File: src/rtl/fpu_pkg.sv
// Shared types and constants for the FPU request arbiter and its FP adder.
package fpu_pkg;

  localparam int unsigned FpW = 32;

  localparam logic OpAdd = 1'b0;
  localparam logic OpSub = 1'b1;

  typedef enum logic [1:0] {
    StIdle,
    StExec,
    StResp
  } arb_state_e;

  // Leading-zero count of a 27-bit mantissa; 27 when the input is zero.
  function automatic logic [4:0] lzc27(input logic [26:0] v);
    lzc27 = 5'd27;
    for (int i = 0; i < 27; i++) begin
      if (v[i]) lzc27 = 5'(26 - i);
    end
  endfunction

endpackage

File: src/rtl/fpu_add.sv
// Combinational IEEE-754 single add/sub: denormals flushed to zero, truncating rounding.
module fpu_add
  import fpu_pkg::*;
(
  input  logic [FpW-1:0] a_i,
  input  logic [FpW-1:0] b_i,
  input  logic           op_i,
  output logic [FpW-1:0] s_o,
  output logic           ov_o,
  output logic           un_o
);

  logic              sa, sb, sx, a_big;
  logic [7:0]        ea, eb, ex, ey, d;
  logic [23:0]       ma, mb, mx, my;
  logic [26:0]       my_sh, norm;
  logic [27:0]       sum;
  logic [4:0]        lz;
  logic signed [9:0] e_res;
  logic              a_nan, b_nan, a_inf, b_inf;

  always_comb begin
    sa    = a_i[31];
    sb    = b_i[31] ^ (op_i == OpSub);
    ea    = a_i[30:23];
    eb    = b_i[30:23];
    ma    = (ea != 8'd0) ? {1'b1, a_i[22:0]} : 24'd0;
    mb    = (eb != 8'd0) ? {1'b1, b_i[22:0]} : 24'd0;
    a_nan = (ea == 8'hFF) && (a_i[22:0] != 23'd0);
    b_nan = (eb == 8'hFF) && (b_i[22:0] != 23'd0);
    a_inf = (ea == 8'hFF) && (a_i[22:0] == 23'd0);
    b_inf = (eb == 8'hFF) && (b_i[22:0] == 23'd0);

    // Order operands by magnitude so the difference is never negative.
    a_big = {ea, a_i[22:0]} >= {eb, b_i[22:0]};
    sx    = a_big ? sa : sb;
    ex    = a_big ? ea : eb;
    ey    = a_big ? eb : ea;
    mx    = a_big ? ma : mb;
    my    = a_big ? mb : ma;
    d     = ex - ey;
    my_sh = (d > 8'd26) ? 27'd0 : ({my, 3'b000} >> d);

    if (sa == sb) sum = {1'b0, mx, 3'b000} + {1'b0, my_sh};
    else          sum = {1'b0, mx, 3'b000} - {1'b0, my_sh};

    lz = lzc27(sum[26:0]);
    if (sum[27]) begin
      norm  = sum[27:1];
      e_res = $signed({2'b00, ex}) + 10'sd1;
    end else begin
      norm  = sum[26:0] << lz;
      e_res = $signed({2'b00, ex}) - $signed({5'b00000, lz});
    end

    s_o  = '0;
    ov_o = 1'b0;
    un_o = 1'b0;
    if (ea == 8'hFF || eb == 8'hFF) begin
      if (a_nan || b_nan || (a_inf && b_inf && (sa != sb))) s_o = 32'h7FC0_0000;
      else if (a_inf)                                        s_o = {sa, 8'hFF, 23'd0};
      else                                                   s_o = {sb, 8'hFF, 23'd0};
    end else if (sum == 28'd0) begin
      // Exact cancellation of non-zero operands is flagged as underflow.
      un_o = (mx != 24'd0);
    end else if (e_res >= 10'sd255) begin
      s_o  = {sx, 8'hFF, 23'd0};
      ov_o = 1'b1;
    end else if (e_res <= 10'sd0) begin
      s_o  = {sx, 31'd0};
      un_o = 1'b1;
    end else begin
      s_o = {sx, e_res[7:0], norm[25:3]};
    end
  end

endmodule

File: src/rtl/rr_arbiter.sv
// Combinational round-robin arbiter: first valid request at or after the pointer wins.
module rr_arbiter #(
  parameter int unsigned NUM_REQ = 4,
  localparam int unsigned IdxW   = $clog2(NUM_REQ)
) (
  input  logic [NUM_REQ-1:0] req_i,
  input  logic [IdxW-1:0]    ptr_i,
  output logic [NUM_REQ-1:0] gnt_o
);

  logic [IdxW:0] idx;
  logic          found;

  always_comb begin
    gnt_o = '0;
    found = 1'b0;
    idx   = '0;
    for (int i = 0; i < NUM_REQ; i++) begin
      idx = {1'b0, ptr_i} + (IdxW + 1)'(i);
      if (idx >= (IdxW + 1)'(NUM_REQ)) idx = idx - (IdxW + 1)'(NUM_REQ);
      if (!found && req_i[idx[IdxW-1:0]]) begin
        gnt_o[idx[IdxW-1:0]] = 1'b1;
        found                = 1'b1;
      end
    end
  end

endmodule

File: src/rtl/fpu_req_arbiter.sv
// Shares one FP adder among NUM_REQ requesters: IDLE grant, EXEC compute, RESP handshake.
module fpu_req_arbiter
  import fpu_pkg::*;
#(
  parameter int unsigned NUM_REQ = 4,
  parameter int unsigned CNT_W   = 16
) (
  input  logic                          i_clk,
  input  logic                          i_rst_n,
  input  logic [NUM_REQ-1:0]            i_req_valid,
  output logic [NUM_REQ-1:0]            o_req_ready,
  input  logic [NUM_REQ-1:0][FpW-1:0]   i_req_a,
  input  logic [NUM_REQ-1:0][FpW-1:0]   i_req_b,
  input  logic [NUM_REQ-1:0]            i_req_op,
  output logic [NUM_REQ-1:0]            o_rsp_valid,
  input  logic [NUM_REQ-1:0]            i_rsp_ready,
  output logic [FpW-1:0]                o_rsp_s,
  output logic                          o_rsp_ov,
  output logic                          o_rsp_un,
  output logic                          o_busy,
  output logic [CNT_W-1:0]              o_op_cnt,
  output logic [CNT_W-1:0]              o_ov_cnt
);

  localparam int unsigned IdxW = $clog2(NUM_REQ);

  arb_state_e         state_q, state_d;
  logic [IdxW-1:0]    ptr_q, ptr_d, gnt_idx_q, gnt_idx_d, gnt_idx;
  logic [FpW-1:0]     a_q, a_d, b_q, b_d, s_q, s_d;
  logic               op_q, op_d, ov_q, ov_d, un_q, un_d, busy_q, busy_d;
  logic [NUM_REQ-1:0] rsp_valid_q, rsp_valid_d, gnt_oh;
  logic [CNT_W-1:0]   op_cnt_q, op_cnt_d, ov_cnt_q, ov_cnt_d;
  logic [FpW-1:0]     fpu_s;
  logic               fpu_ov, fpu_un;

  rr_arbiter #(
    .NUM_REQ(NUM_REQ)
  ) u_rr_arbiter (
    .req_i(i_req_valid),
    .ptr_i(ptr_q),
    .gnt_o(gnt_oh)
  );

  fpu_add u_fpu_add (
    .a_i (a_q),
    .b_i (b_q),
    .op_i(op_q),
    .s_o (fpu_s),
    .ov_o(fpu_ov),
    .un_o(fpu_un)
  );

  always_comb begin
    gnt_idx = '0;
    for (int i = 0; i < NUM_REQ; i++) begin
      if (gnt_oh[i]) gnt_idx = IdxW'(i);
    end
  end

  always_comb begin
    state_d     = state_q;
    ptr_d       = ptr_q;
    gnt_idx_d   = gnt_idx_q;
    a_d         = a_q;
    b_d         = b_q;
    op_d        = op_q;
    s_d         = s_q;
    ov_d        = ov_q;
    un_d        = un_q;
    rsp_valid_d = rsp_valid_q;
    op_cnt_d    = op_cnt_q;
    ov_cnt_d    = ov_cnt_q;
    unique case (state_q)
      StIdle: begin
        if (|i_req_valid) begin
          a_d       = i_req_a[gnt_idx];
          b_d       = i_req_b[gnt_idx];
          op_d      = i_req_op[gnt_idx];
          gnt_idx_d = gnt_idx;
          state_d   = StExec;
        end
      end
      StExec: begin
        s_d         = fpu_s;
        ov_d        = fpu_ov;
        un_d        = fpu_un;
        rsp_valid_d = NUM_REQ'(1) << gnt_idx_q;
        state_d     = StResp;
      end
      StResp: begin
        // Only the owner's ready bit can complete the handshake.
        if (i_rsp_ready[gnt_idx_q]) begin
          rsp_valid_d = '0;
          state_d     = StIdle;
          ptr_d       = (gnt_idx_q == IdxW'(NUM_REQ - 1)) ? '0 : gnt_idx_q + IdxW'(1);
          if (op_cnt_q != '1)         op_cnt_d = op_cnt_q + CNT_W'(1);
          if (ov_q && ov_cnt_q != '1) ov_cnt_d = ov_cnt_q + CNT_W'(1);
        end
      end
      default: state_d = StIdle;
    endcase
    busy_d = (state_d != StIdle);
  end

  always_ff @(posedge i_clk or negedge i_rst_n) begin
    if (!i_rst_n) begin
      state_q     <= StIdle;
      ptr_q       <= '0;
      gnt_idx_q   <= '0;
      a_q         <= '0;
      b_q         <= '0;
      op_q        <= OpAdd;
      s_q         <= '0;
      ov_q        <= 1'b0;
      un_q        <= 1'b0;
      busy_q      <= 1'b0;
      rsp_valid_q <= '0;
      op_cnt_q    <= '0;
      ov_cnt_q    <= '0;
    end else begin
      state_q     <= state_d;
      ptr_q       <= ptr_d;
      gnt_idx_q   <= gnt_idx_d;
      a_q         <= a_d;
      b_q         <= b_d;
      op_q        <= op_d;
      s_q         <= s_d;
      ov_q        <= ov_d;
      un_q        <= un_d;
      busy_q      <= busy_d;
      rsp_valid_q <= rsp_valid_d;
      op_cnt_q    <= op_cnt_d;
      ov_cnt_q    <= ov_cnt_d;
    end
  end

  // Ready is combinational from valid, so it is also masked while reset is held.
  assign o_req_ready = (state_q == StIdle && i_rst_n) ? gnt_oh : '0;
  assign o_rsp_valid = rsp_valid_q;
  assign o_rsp_s     = s_q;
  assign o_rsp_ov    = ov_q;
  assign o_rsp_un    = un_q;
  assign o_busy      = busy_q;
  assign o_op_cnt    = op_cnt_q;
  assign o_ov_cnt    = ov_cnt_q;

endmodule

File: config.mk
export PLATFORM = sky130hd
export DESIGN_NAME = fpu_req_arbiter
export DESIGN_NICKNAME = d
export VERILOG_FILES = /design/src/rtl/fpu_pkg.sv /design/src/rtl/fpu_add.sv /design/src/rtl/rr_arbiter.sv /design/src/rtl/fpu_req_arbiter.sv
export SDC_FILE = /design/constraint.sdc
export NUM_CORES = 1
export LEC_CHECK = 0
export ABC_AREA = 1
export BUFFER_PORTS_ARGS = -buffer_cell sky130_fd_sc_hd__clkbuf_2
export CORE_AREA = 2 2 201 203
export DETAILED_ROUTE_END_ITERATION = 12
export DIE_AREA = 0 0 203 205
export PLACE_DENSITY = 0.78
export SLEW_MARGIN = 5
export SYNTH_ARGS = -nofsm -noshare
export SYNTH_HDL_FRONTEND = slang
export SYNTH_HIERARCHICAL = 1
export SYNTH_SLANG_ARGS = --single-unit
File: constraint.sdc
create_clock -name i_clk -period 13.1 [get_ports i_clk]
set_input_delay 1.31 -clock i_clk [delete_from_list [all_inputs] [get_ports i_clk]]
set_output_delay 1.31 -clock i_clk [all_outputs]
set_load 0.02 [all_outputs]
==> results of run 1 <==
==> metrics by stage <==
step	hold slack, ns	worst slack, ns
after CTS	0.500	1.04
after floorplan	0.449	3.68
final	0.500	1.30
after global placement	0.471	1.40
after detailed placement	0.476	1.06
after global routing	0.516	0.00753
==> worst max-delay path: cells and delay by family (launching register included) <==
kind	cells	cell delay (ns)
AOI/OAI and AO/OA	17	2.88
xor gates and xnor gates	2	0.53
and+or+nand+nor	41	4.44
buffers and inverters	12	1.69
DFF	1	0.49
muxes	1	0.29
adders and majority gates	4	1.36
==> per-layer routing <==
metal,share of wire (%),track usage (%),vias to the layer above
met4,4.6,14.7,0
met3,7.0,4.45,149
met2,46,48.6,876
met1,42,38.3,9424
li1,-,-,10400
met5,0,0,-
==> worst paths after layout <==
| check | start | endpoint | slack, ns |
|---|---|---|---|
| worst max-delay path | a_q[26] | o_rsp_s[26] | 1.30 |
| worst min-delay path | b_q[16] | b_q[16] | 0.50 |
| worst max register to register | a_q[26] | o_rsp_s[26] | 1.30 |
| worst min register to register | b_q[16] | b_q[16] | 0.50 |
| max in group asynchronous | i_rst_n | o_rsp_s[18] | 10.85 |
| min in group asynchronous | i_rst_n | o_rsp_valid[3] | 0.88 |
==> layout by cell type, fill, tap and decap left out, types with 19 or more instances in the layout <==
master	count
xor2_1	26
inv_2	31
nor4_1	19
o211ai_1	22
ha_1	99
o21ai_0	164
clkbuf_2	343
mux2_2	33
dfrtp_1	142
inv_1	290
nand2_1	866
buf_4	19
nand4_1	45
o21ai_1	25
nor2_1	415
o22ai_1	24
nor3_1	40
a31oi_1	57
a21oi_1	98
nand2_2	25
nand3_1	326
==> cell type report <==
cell class	instances	area, um2
antenna	4	10.0
inverter	325	1220
clock inverter	13	116
tap	525	657
sequential	142	3550
fill	4127	19000
multi-input combinational	2420	12500
clock buffer	19	443
timing repair buffer	363	1870
==> registers in the layout, indices dropped and copies added (netlist names) <==
| name | count |
|---|---|
| o_op_cnt | 16 |
| a_q | 32 |
| b_q | 32 |
| o_ov_cnt | 16 |
| op_q | 1 |
| o_rsp_un | 1 |
| o_rsp_ov | 1 |
| ptr_q | 2 |
| o_rsp_valid | 4 |
| state_q | 2 |
| o_busy | 1 |
| gnt_idx_q | 2 |
| o_rsp_s | 32 |
==> cell families (layout without fill, tap and decap cells) <==
kind of cell | after synthesis | after routing
AOI/OAI and AO/OA | 443 | 443
xor gates and xnor gates | 46 | 46
adders and majority gates | 102 | 102
buffers and inverters | 461 | 720
DFF | 142 | 142
muxes | 33 | 33
other | 0 | 4
and+or+nand+nor | 1796 | 1796
==> results.cfg, run 1 <==
[floorplan]
start_util_pct = 45.6
pin_count = 345
die_area_um2 = 41600
num_rows = 73
die_h_um = 205
die_x_um = 203
core_um2 = 39400

[synth]
syn-num-nets = 3395
synth_top_area_share_pct = 19.8
syn_avg_cell_area_um2 = 5.94
post-synth-top-count-cell = nand2_1
synthCells = 3023
synth-seq-cells = 142
synth.area.mux_share_pct = 2.07
async_flop_share_pct = 100
ys.flop_type = dfrtp_1
yosysTopAreaCell = dfrtp_1
synth_commonest_cells = nand2_1, nor2_1, nand3_1, inv_1, o21ai_0
synth-warning-count = 6
synth_seq_area_share_pct = 19.8
ys_types = 62
syn_area_um2 = 17900
synth-simple-area-share_pct = 43.3
synth_edf_count = 0
synth_top_family_by_area = simple AND/OR/NAND/NOR gates
synthXorXnorAreaFrac_pct = 2.48
synth_fa_ha_area_share_pct = 7.20
synth_compound_area_share_pct = 14.3
synth.area.top_cells = dfrtp_1, nand2_1, nand3_1

[timing]
final.min_clock_period_ns = 11.80
timing.fmax_mhz = 84.8
rsz0062_at_grt = no
worst_slew_pin_slew_ns = 1.08
hold_violations = 0
drv_slew = 0
slew_headroom_pct = 27.7
setup_tns_ns = 0
finalCritPeriodShare_pct = 90.1
setup_viol = 0
fin_skew_ns = 0.0155

[clocking]
holdBufCountCts = 0
cts_buffer_depth = 2
cts_setup_buffers = 0
numClockSinks = 142
cts_root_buf = clkbuf_16
insertion_delay_ns = 0.47
cts_tree = built
h-tree-depth = 4
cts_buffers = 17
cts_resized = 0
clk_pin_slew_ns = 0.06

[placement]
place_inst = 3775
gp_congestion = 1.00
port_buffers = 344
dp_hpwl_um = 49300
post_dp_cell_area_um2 = 19800

[drt]
detail-route-antenna-nets = 0
vias = 20800
wl_um = 62000
first_pass_iters = 6
post_drt_wl_per_cell_um = 16.3
vias_per_cell = 5.47
drt_iter0_drc = 1847
drc_errors = 0

[global_route]
grt_pass1_vias = 19100
grt_overflow = 0
grt_pass1_wl_um = 99600
antenna_found_initial = 4
grt_max_degree = 79
track_usage_pct = 29.7

[worst_hold_path]
hold_class = reg2reg
hold_depth = 2

[cells_and_area]
layoutNonFillerInstCount = 3811
drive_gt1_share_pct = 17.0
finalNetCount = 3641
syn_to_final_growth_pct = 13.4
stdcell_area_um2 = 20300
utilization_pct = 51.7

[status]
outcome = complete, no violations

[critical_path]
crit_path_frequent_cell = nand2_1
rr_worst_depth = 77
end_kind = flop
cp_data_required_time_ns = 13.44
path_max_fanout = 58
critPathSlowestCell = dfrtp_1
crit_path_start_kind = flop
cp_data_arrival_time_ns = 12.14
crit_type = reg2reg
max_stage_delay_ns = 0.49

[run]
maxCapViolCount = 0
Power of run 1 is not shown: default switching activity piles up to over one toggle a cycle in this logic, so the estimate is an artifact.
==> run 2, diff against run 1 <==
--- a/config.mk
+++ b/config.mk
@@ -7,12 +7,11 @@
 export LEC_CHECK = 0
 export ABC_AREA = 1
 export BUFFER_PORTS_ARGS = -buffer_cell sky130_fd_sc_hd__clkbuf_2
-export CORE_AREA = 2 2 201 203
+export CORE_AREA = 2 2 191 193
 export DETAILED_ROUTE_END_ITERATION = 12
-export DIE_AREA = 0 0 203 205
-export PLACE_DENSITY = 0.78
+export DIE_AREA = 0 0 193 195
+export PLACE_DENSITY = 0.79
 export SLEW_MARGIN = 5
 export SYNTH_ARGS = -nofsm -noshare
 export SYNTH_HDL_FRONTEND = slang
-export SYNTH_HIERARCHICAL = 1
 export SYNTH_SLANG_ARGS = --single-unit
==> results.cfg, run 2 <==
[synth]
syn-num-nets = 2983
synth_top_area_share_pct = 21.9
ys_types = 70
async_flop_share_pct = 100
ys.flop_type = dfrtp_1
yosysTopAreaCell = dfrtp_1
syn_avg_cell_area_um2 = 6.22
synth-warning-count = 0
synth_commonest_cells = nand2_1, nand3_1, nor2_1, inv_1, o21ai_0
synth_edf_count = 0
syn_area_um2 = 16300
synthCells = 2611
synth-seq-cells = 142
synth_seq_area_share_pct = 21.9
post-synth-top-count-cell = nand2_1
synth.area.top_cells = dfrtp_1, nand2_1, nand3_1

[drt]
first_pass_iters = 8
post_drt_wl_per_cell_um = 19.1
vias_per_cell = 5.84
vias = 19500
drt_iter0_drc = 1877
detail-route-antenna-nets = 0
drc_errors = 0
wl_um = 63800

[timing]
rsz0062_at_grt = no
worst_slew_pin_slew_ns = 1.05
setup_tns_ns = 0
finalCritPeriodShare_pct = 87.7
setup_viol = 0
worst_hold_slack_ns = 0.488
timing.fmax_mhz = 87.0
drv_slew = 0
slew_headroom_pct = 29.9
hold_violations = 0
fin_skew_ns = 0.0126
final.min_clock_period_ns = 11.49

[clocking]
cts_root_buf = clkbuf_16
clk_pin_slew_ns = 0.07
numClockSinks = 142
cts_buffer_depth = 2
h-tree-depth = 4
cts_tree = built
holdBufCountCts = 0
cts_resized = 0
cts_buffers = 17
insertion_delay_ns = 0.44
cts_setup_buffers = 0

[floorplan]
start_util_pct = 45.9
die_h_um = 195
core_um2 = 35400
pin_count = 345
die_area_um2 = 37600
num_rows = 69
die_x_um = 193

[placement]
gp_congestion = 1.03
post_dp_cell_area_um2 = 18100
port_buffers = 344
dp_hpwl_um = 51300

[cells_and_area]
syn_to_final_growth_pct = 15.2
layout_common_cells = nand2_1, clkbuf_2, nand3_1, nor2_1, inv_1
stdcell_area_um2 = 18700
layout_commonest_cell = nand2_1
finalNetCount = 3231
diodes = 0
drive_gt1_share_pct = 16.7

[critical_path]
startpoint = b_q[27]
cp_data_arrival_time_ns = 11.82
rr_worst_depth = 77
max_stage_delay_ns = 0.44
cp_data_required_time_ns = 13.43
crit_path_frequent_cell = nand2_1
critPathSlowestCell = dfrtp_1
r2r_setup_slack_ns = 1.61
end_kind = flop
crit_type = reg2reg
path_max_fanout = 37
r2r-start = b_q[27]
crit_path_start_kind = flop
r2r-end = o_rsp_s[13]

[global_route]
antenna_found_initial = 1
grt_max_degree = 116
grt_overflow = 0
grt_pass1_vias = 18300
grt_pass1_wl_um = 98800
track_usage_pct = 33.2

[status]
outcome = complete, no violations

[worst_hold_path]
hold_depth = 2
min_to = b_q[22]
hp-start = b_q[22]
hold_class = reg2reg

[run]
maxCapViolCount = 0
## run 2: cell count changes in the layout (fill, tap and decap cells not counted), moves of 46 or more
| cell | before | now |
|---|---|---|
| nand3_1 | 326 | 276 |
| o22a_1 | 0 | 47 |
| nor2_1 | 415 | 252 |
| o21ai_0 | 164 | 224 |
| nand2_1 | 866 | 651 |
| a31oi_1 | 57 | 11 |
## run 2: layout make-up
type,instances,area [um2]
sequential,142,3550
fill,3683,16700
inverter,274,1030
tap,461,577
clock buffer,17,425
clock inverter,15,165
multi-input combinational,2063,11100
timing repair buffer,361,1860
## run 2: per-layer routing
layer	part of all wire [%]	wire length, um	GRT usage [%]
met5	0	0	0
met4	4.9	3120	14.7
met1	40	25800	42.2
met2	48	30600	56.0
met3	6.7	4270	4.49
## run 2: worst max-delay path by stage
stage	endpoint	slack, ns	depth (start not counted)
global placement	o_rsp_s[16]	2.11	66
global route	o_rsp_s[19]	0.61	77
CTS	o_rsp_s[13]	1.92	66
finish	o_rsp_s[13]	1.61	77
floorplan	o_rsp_s[16]	3.88	83
detailed placement	o_rsp_s[13]	1.96	66
## run 2: worst max-delay path, delay by kind of cell (launching register included)
family | cells | cell delay, ns
XOR/XNOR | 2 | 0.49
AND/OR/NAND/NOR | 46 | 5.35
buffers and inverters | 11 | 1.43
flip-flops | 1 | 0.44
adder cells (fa/ha/maj) | 5 | 1.32
AO/OA/AOI/OAI | 13 | 2.28
## run 2: stage by stage
step | setup WS [ns] | util (%) | instances
6_report | 1.61 | 52.9 | 3333
3_5_place_dp | 1.96 | 51.2 | 3301
5_1_grt | 0.612 | 52.9 | 3333
2_1_floorplan | 3.88 | - | 2611
4_1_cts | 1.92 | 52.9 | 3333
3_3_place_gp | 2.11 | 51.2 | 3301
## run 2: cells by family (layout without fill, tap and decap cells)
| logic type | after synthesis | after routing | synth area share, % |
|---|---|---|---|
| fa+ha+maj | 102 | 102 | 7.94 |
| buf+inv | 406 | 667 | 9.91 |
| simple gates | 1313 | 1313 | 34.8 |
| flops | 142 | 142 | 21.9 |
| mux | 3 | 3 | 0.200 |
| compound gates | 586 | 586 | 21.8 |
| xor+xnor | 59 | 59 | 3.48 |
Power of run 2 is left out for the same reason.
